File: config.mk
export PLATFORM = sky130hd
export DESIGN_NAME = mem_arbiter
export DESIGN_NICKNAME = d
export VERILOG_FILES = /design/src/rtl/mem_arbiter_pkg.sv /design/src/rtl/mem_arbiter_pick.sv /design/src/rtl/mem_arbiter.sv
export SDC_FILE = /design/constraint.sdc
export NUM_CORES = 1
export LEC_CHECK = 0
export CAP_MARGIN = 10
export CORE_AREA = 5 5 100 102
export DETAILED_ROUTE_END_ITERATION = 8
export DIE_AREA = 0 0 105 107
export PLACE_DENSITY_LB_ADDON = 0.08
export SLEW_MARGIN = 10
export SYNTH_ARGS = -nofsm -noshare
export SYNTH_HDL_FRONTEND = slang
export SYNTH_SLANG_ARGS = --single-unit
File: constraint.sdc
create_clock -name CLK -period 2.15 [get_ports CLK]
set_input_delay 0.43 -clock CLK [delete_from_list [all_inputs] [get_ports CLK]]
set_output_delay 0.43 -clock CLK [all_outputs]
set_load 0.05 [all_outputs]
File: src/rtl/mem_arbiter_pkg.sv
// Shared types for the memory arbiter and its pick logic.
// Holds FSM state and arbitration mode enums.
package mem_arbiter_pkg;

  typedef enum logic {
    IDLE  = 1'b0,
    GRANT = 1'b1
  } arb_state_t;

  typedef enum logic {
    ARB_FIXED = 1'b0,
    ARB_RR    = 1'b1
  } arb_mode_t;

endpackage

File: src/rtl/mem_arbiter_pick.sv
// arb_pick: combinational winner select over NCH requests.
// Ports: req, start (rr pointer), mode -> winner, valid.
module arb_pick
  import mem_arbiter_pkg::*;
#(
  parameter int NCH = 2,
  parameter int IW  = $clog2(NCH)
) (
  input  logic [NCH-1:0] req,
  input  logic [IW-1:0]  start,
  input  arb_mode_t      mode,
  output logic [IW-1:0]  winner,
  output logic           valid
);

  int base;
  int idx;

  always_comb begin
    winner = '0;
    valid  = 1'b0;
    base   = 0;
    idx    = 0;
    if (mode == ARB_RR && int'(start) < NCH)
      base = int'(start);
    for (int k = 0; k < NCH; k++) begin
      // explicit wrap: NCH need not be a power of two
      idx = base + k;
      if (idx >= NCH)
        idx = idx - NCH;
      if (!valid && req[idx]) begin
        valid  = 1'b1;
        winner = IW'(idx);
      end
    end
  end

endmodule

File: src/rtl/mem_arbiter.sv
// mem_arbiter: NCH cache channels onto one memory port.
// Ports: ch_* (cache side), ram_* (memory side), CLK, nRST.
module mem_arbiter
  import mem_arbiter_pkg::*;
#(
  parameter int NCH       = 2,
  parameter int AW        = 32,
  parameter int DW        = 32,
  parameter int ARB_MODE  = 0,
  parameter int BURST_MAX = 4
) (
  input  logic              CLK,
  input  logic              nRST,
  input  logic [NCH-1:0]    ch_ren,
  input  logic [NCH-1:0]    ch_wen,
  input  logic [NCH*AW-1:0] ch_addr,
  input  logic [NCH*DW-1:0] ch_store,
  output logic [NCH-1:0]    ch_wait,
  output logic [DW-1:0]     ch_load,
  output logic              ram_ren,
  output logic              ram_wen,
  output logic [AW-1:0]     ram_addr,
  output logic [DW-1:0]     ram_store,
  input  logic [DW-1:0]     ram_load,
  input  logic              ram_wait
);

  localparam int IW = $clog2(NCH);
  localparam int CW = $clog2(BURST_MAX + 1);
  localparam arb_mode_t MODE =
    (ARB_MODE == 1) ? ARB_RR : ARB_FIXED;

  arb_state_t      state;
  logic [IW-1:0]   grant;
  logic [IW-1:0]   rr_ptr;
  logic [CW-1:0]   burst_cnt;

  logic [NCH-1:0]  req;
  logic [AW-1:0]   addr_a [NCH];
  logic [DW-1:0]   store_a [NCH];
  logic [IW-1:0]   win;
  logic            win_vld;
  logic            g_req;
  logic            done;
  logic            last;
  logic            rel;

  for (genvar i = 0; i < NCH; i++) begin : g_unpack
    assign addr_a[i]  = ch_addr[i*AW +: AW];
    assign store_a[i] = ch_store[i*DW +: DW];
  end

  assign req     = ch_ren | ch_wen;
  assign ch_load = ram_load;

  arb_pick #(
    .NCH (NCH),
    .IW  (IW)
  ) u_pick (
    .req    (req),
    .start  (rr_ptr),
    .mode   (MODE),
    .winner (win),
    .valid  (win_vld)
  );

  assign g_req = req[grant];
  assign done  = (state == GRANT) & g_req & ~ram_wait;
  // the completion that fills the window ends the grant
  assign last  = done & (burst_cnt == CW'(BURST_MAX - 1));
  assign rel   = (state == GRANT) & (~g_req | last);

  always_ff @(posedge CLK or negedge nRST) begin
    if (!nRST) begin
      state     <= IDLE;
      grant     <= '0;
      rr_ptr    <= '0;
      burst_cnt <= '0;
    end else begin
      unique case (state)
        IDLE: begin
          if (win_vld) begin
            grant <= win;
            state <= GRANT;
          end
        end
        GRANT: begin
          if (rel) begin
            state     <= IDLE;
            burst_cnt <= '0;
            if (MODE == ARB_RR)
              rr_ptr <= (grant == IW'(NCH - 1)) ?
                        '0 : grant + 1'b1;
          end else if (done &&
                       burst_cnt != CW'(BURST_MAX)) begin
            burst_cnt <= burst_cnt + 1'b1;
          end
        end
        default: state <= IDLE;
      endcase
    end
  end

  always_comb begin
    ram_ren   = 1'b0;
    ram_wen   = 1'b0;
    ram_addr  = '0;
    ram_store = '0;
    ch_wait   = '1;
    if (state == GRANT) begin
      ram_addr  = addr_a[grant];
      ram_store = store_a[grant];
      ram_wen   = ch_wen[grant];
      // ren+wen together: write wins
      ram_ren   = ch_ren[grant] & ~ch_wen[grant];
      ch_wait[grant] = g_req ? ram_wait : 1'b1;
    end
  end

endmodule
# After elaboration in Yosys (flattened, before gate mapping)
# Cells that the tools add are included.
[op_classes] n_addsub=1 order_cmp=3 n_eq_ne=2 mux=28 n_bitwise=14 n_reduce_logical=7
[ops] operator="32-bit two-way mux" n=8
[ops] operator="1-bit two-way mux" n=15
[ops] operator="3-bit two-way mux" n=2
[ops] operator="1-bit bitwise AND" n=5
[ops] operator="1-bit inverter" n=4
[ops] operator="2-bit OR" n=2
[ops] operator="2-bit AND reduction" n=2
[ops] operator="3-bit by 1-bit adder with 3-bit output (second input constant)" n=1
[ops] operator="3-bit by 2-bit == test with 1-bit output (second input constant)" n=1
[ops] operator="1-bit logical AND" n=3
[ops] operator="3-bit != test (second input constant)" n=1
[ops] operator="2-bit >= comparator (second input constant)" n=1
[ops] operator="1-bit by 2-bit < comparator with 1-bit output (second input constant)" n=1
[ops] operator="2-bit two-way mux" n=1
[ops] operator="1-bit inverter with 2-bit output" n=1
[ops] operator="2-bit inverter" n=1
[ops] operator="1-bit one-hot mux with 2 select lines" n=1
[ops] operator="2-bit nonzero test" n=1
[ops] operator="1-bit demux with 1-bit select" n=1
[ops] operator="1-bit >= comparator (second input constant)" n=1
[ops] operator="1-bit zero test" n=1
[ops] operator="1-bit OR" n=1
[word_totals] ff_bits=5 inputBits=167 output_inout_bits=100 elab_cells=58

# Logic depth before layout (Yosys ltp)
# Gate-level depths: netlist (run 1).
[depth] depth_word=10 depth_mapped=6 mapped_depth_nobuf=5

# Hierarchy
# A second synthesis (run 1) with hierarchy kept.
[hier_totals] hier_cells=224 area_unflattened_um2=1769.2
[by_module_without_submodules] module="mem_arbiter" n_inst=1 cells_per_inst=221 area_per_inst_um2=1751.7 seq_area_each_um2=125.1
[by_module_without_submodules] module="arb_pick" n_inst=1 cells_per_inst=3 area_per_inst_um2=17.5 seq_area_each_um2=0.0

# Least setup slack after synthesis (run 1)
# Ideal clock, no wire load.
[synth_timing] kind="reg-to-output" startpoint="reg grant" endpoint="out ram_addr[0]" arrival_ps=1522 t_required_ps=1720 setup_slack_ps=198 stages_incl_launch_ff=5 path_buffers=2 path_cell_list="dfrtp_1 > buf_2 > buf_2 > mux2i_1 > nor2b_1"
[synth_between] elab_chain_cells=5
[synth_lines] item="start, declared" line_no="mem_arbiter.sv:34" text="logic [IW-1:0] grant;"
[synth_lines] item="start signal, assigned" line_no="mem_arbiter.sv:83" text="grant <= win;"
[synth_lines] item="1-bit inverter with 2-bit output (not written as such)" line_no="mem_arbiter.sv:111" text="ram_addr = addr_a[grant];"
[synth_lines] item="32-bit two-way mux (not written as such) (3 in series)" line_no="mem_arbiter.sv:111"
[synth_lines] item="32-bit two-way mux" line_no="mem_arbiter.sv:110" text="if (state == GRANT) begin"
[synth_lines] item="end, declared" line_no="mem_arbiter.sv:22" text="output logic [AW-1:0] ram_addr,"
# Every way passes these cells. The select of a mux whose other input is x is not followed.

# Worst setup path in the final report (run 1)
[layout_timing] startpoint="reg grant" endpoint="out ram_store[18]"
[layout_between] elab_chain_cells=5
[layout_lines] item="1-bit inverter with 2-bit output (not written as such)" line_no="mem_arbiter.sv:112" text="ram_store = store_a[grant];"
[layout_lines] item="32-bit two-way mux (not written as such) (3 in series)" line_no="mem_arbiter.sv:112"
[layout_lines] item="32-bit two-way mux" line_no="mem_arbiter.sv:110"
[layout_lines] item="end, declared" line_no="mem_arbiter.sv:23" text="output logic [DW-1:0] ram_store,"
# Every way passes these cells. The select of a mux whose other input is x is not followed.

==> key figures, run 1 <==
Synthesis
  – Post-synth top area cell: mux2i_1
  – Syn_area_per_cell: 7.909 µm²
  – Top-area cell type share of the netlist area: just under 40%
  – Mux contribution to synthesized area: 39.48%
  – Syn Nets: about 380
  – Number of library cell types mapped by synthesis: 23
  – Synthesized-area fraction occupied by adder cells: 2.239%
  – Synth Area in XOR/XNOR: 0%
  – Largest family of logic cells by synthesized area: multiplexers
  – Synth Area in Compound Gates: around 3.6%
  – Cell Area, Synth: between 1500 and 2000 µm²
  – Ys Warns: 0
  – Yosys reg bits: 5
  – Share of the yosys chip area belonging to registers: between 7 and 8%
  – Post-Syn Instances: 212
  – Simple-Gate Fraction of Synth Area: roughly 28%
  – Top post-synthesis cells by area: mux2i_1 39%, nor2b_1 25%, buf_4 14%

Critical path
  – CP Max Fanout: 36
  – Crit end category: output pin
  – Crit path launch type: register
  – WP data required: about 1700 ps
  – Crit path kind: reg2out
  – CP arrival: 1610 ps

Final layout
  – Final #Nets: roughly 550
  – Multi-input logic area: between 1000 and 1500 µm²
  – FF+latch area: between 100 and 150 µm²
  – Area Overhead vs Synth: 157.8%
  – Share of layout cells above drive strength 1: ~21%
  – Fill cells: 834
  – Most frequent cells in the layout: 134 x clkdlybuf4s50_1, 69 x buf_12, 66 x nor2b_1
  – Leading cell type in the layout, fill and taps excluded: clkdlybuf4s50_1
  – Ant diodes: 0
  – Final instance area: about 4300 µm²

STA
  – Setup-failing EPs final: 0
  – Worst Setup Slack, final: roughly 110 ps
  – Fin crit period: between 2000 and 2500 ps
  – Rel. slew slack: approximately 69%
  – RSZ-0062 raised after global routing: false
  – Period Utilization, post-route: 94.74%
  – Final hold vios: 0
  – Setup TNS: 0 ps
  – Clock skew: just under 0.9 ps
  – Worst Tran Pin Value: about 460 ps
  – Final Max Tran Viols: 0
  – Fmax: approximately 490 MHz

Global routing
  – Largest net degree at the start of global routing: 37
  – Total Routing Usage GR: 12.63%
  – Initial antenna violation count: 0
  – First-pass GRT wire length: 11540 µm
  – Global route total overflow: 0
  – Vias in the first global route: 2016

Floorplan
  – DIE AREA: 11240 µm²
  – Vert. Die Dim: approximately 110 µm
  – Initial Utilization: 18.59%
  – Number of I/O pins: 267
  – Site Rows: 35
  – Die width: 105 µm
  – Core area: around 9000 µm²

Route
  – DR vias/cell: 4.140
  – Total Routed Length: between 7000 and 8000 µm
  – Avg WL per Cell: 16.10 µm
  – Detailed Route Iter0 Violations: between 60 and 70
  – Vias: between 2k and 2.5k
  – Drc violations: 0
  – DRT Pass-1 Iters: 4
  – Final ANT Viol Nets: 0

CTS
  – Clk buf depth: 2
  – Clock Latency Late Sink: 220 ps
  – Worst-path clk slew: 30 ps
  – TritonCTS buffer count: 3
  – Root buf cell: clkbuf_8
  – CTS Sinks: 5
  – Hold_buf cts: 0
  – CTS H-Tree Depth: 1
  – TritonCTS clock tree: yes

Min path
  – Hold Path Class: in2async

Job
  – Max-cap violations: 0

Status
  – Status: finished clean

Power and ir drop
  – Power Density: 1493 nW/µm²
  – Worst vdd ir: around 0.65 mV
  – Leak: 1.838 nW

Placed design
  – Final GP Congestion: about 0.74
  – Worst Setup Slack post-DPL: 147.9 ps
  – HPWL Detailed: between 6000 and 7000 µm
  – Post-placement cell area: around 4300 µm²
  – # port buffers: slightly above 200
## final cells by class
type	instances	share of cell area [%]
sequential	5	2.981
timing repair buffer	206	63.97
multi-input combinational	155	28.36
clock buffer	4	1.042
tap	111	3.213
inverter	5	0.4342
## timing repair
item                                   4_1_cts  5_1_grt
buffers inserted                             0        0
resized for setup                            0        1
setup endpoints to repair                    0        1
endpoints found under the hold margin        0        0
## routing by layer
metal	wire [µm]	global-route usage [%]	share of wire [%]
met1	2695	13.62	34
met2	4199	22.93	54
met3	767	4.576	9.8
met4	163	3.836	2.1
met5	0	0	0
## cell usage after synthesis
master	instances
nor2b_1	66
mux2i_1	65
buf_4	32
buf_2	8
clkbuf_1	6
dfrtp_1	5
inv_1	5
nor2_1	5
ha_1	3
nand2_1	3
a22o_1	2
a21oi_1	1
a221o_2	1
a22oi_1	1
and2_1	1
buf_1	1
mux2_1	1
nand2b_1	1
nor3_1	1
o21ai_0	1
o21ai_1	1
o22a_1	1
or3_1	1
## power breakdown
| part | total (mW) | switching [mW] | internal, mW |
|---|---|---|---|
| sequential | 0.243 | 0.103 | 0.139 |
| clock | 0.170 | 0.0427 | 0.127 |
| combinational | 6.04 | 3.13 | 2.91 |
| total | 6.45 | 3.28 | 3.17 |
## cell families after synthesis
family,after synthesis
fa+ha+maj,3
mux,66
compound gates,8
simple gates,78
buf+inv,52
flops,5
## flip-flops by register name (all words and copies together), names as in the netlist
signal     count
burst_cnt      3
state          1
grant          1
## worst max-delay path, stage by stage (launching register included)
cell and delay (ps):
dfrtp_4 570, buf_16 230, mux2i_1 160, nor2b_1 220, buf_12 170
## worst paths after layout
kind                              startpoint            end  slack (ps)  cells past startpoint
worst max-delay path                   grant  ram_store[18]         110                      4
worst min-delay path                    nRST          grant         440                      1
worst max register to register  burst_cnt[0]   burst_cnt[0]         490                      5
worst min register to register  burst_cnt[1]   burst_cnt[1]         530                      1
max in group asynchronous               nRST          grant        1490                      1
min in group CLK                burst_cnt[1]   burst_cnt[1]         530                      1
## metrics by stage
stage                     hold WS [ps]  std cells  total power [mW]  util (%)
final                            442.9        486             6.453     47.92
after global routing             449.7        486             6.719     47.92
after CTS                        441.5        486             6.530     47.84
after detailed placement         524.3        482             6.342     47.34
after global placement           510.8        482             6.326     47.34
after floorplan                  134.4        212             3.483         -
Power figures use the tool's default switching activity.
==> inputs of run 2 (changes only) <==
Settings changed: CAP_MARGIN 10 to unset.
==> results of run 2 <==
Final layout, timing and power as in run 1 (identical DEF).
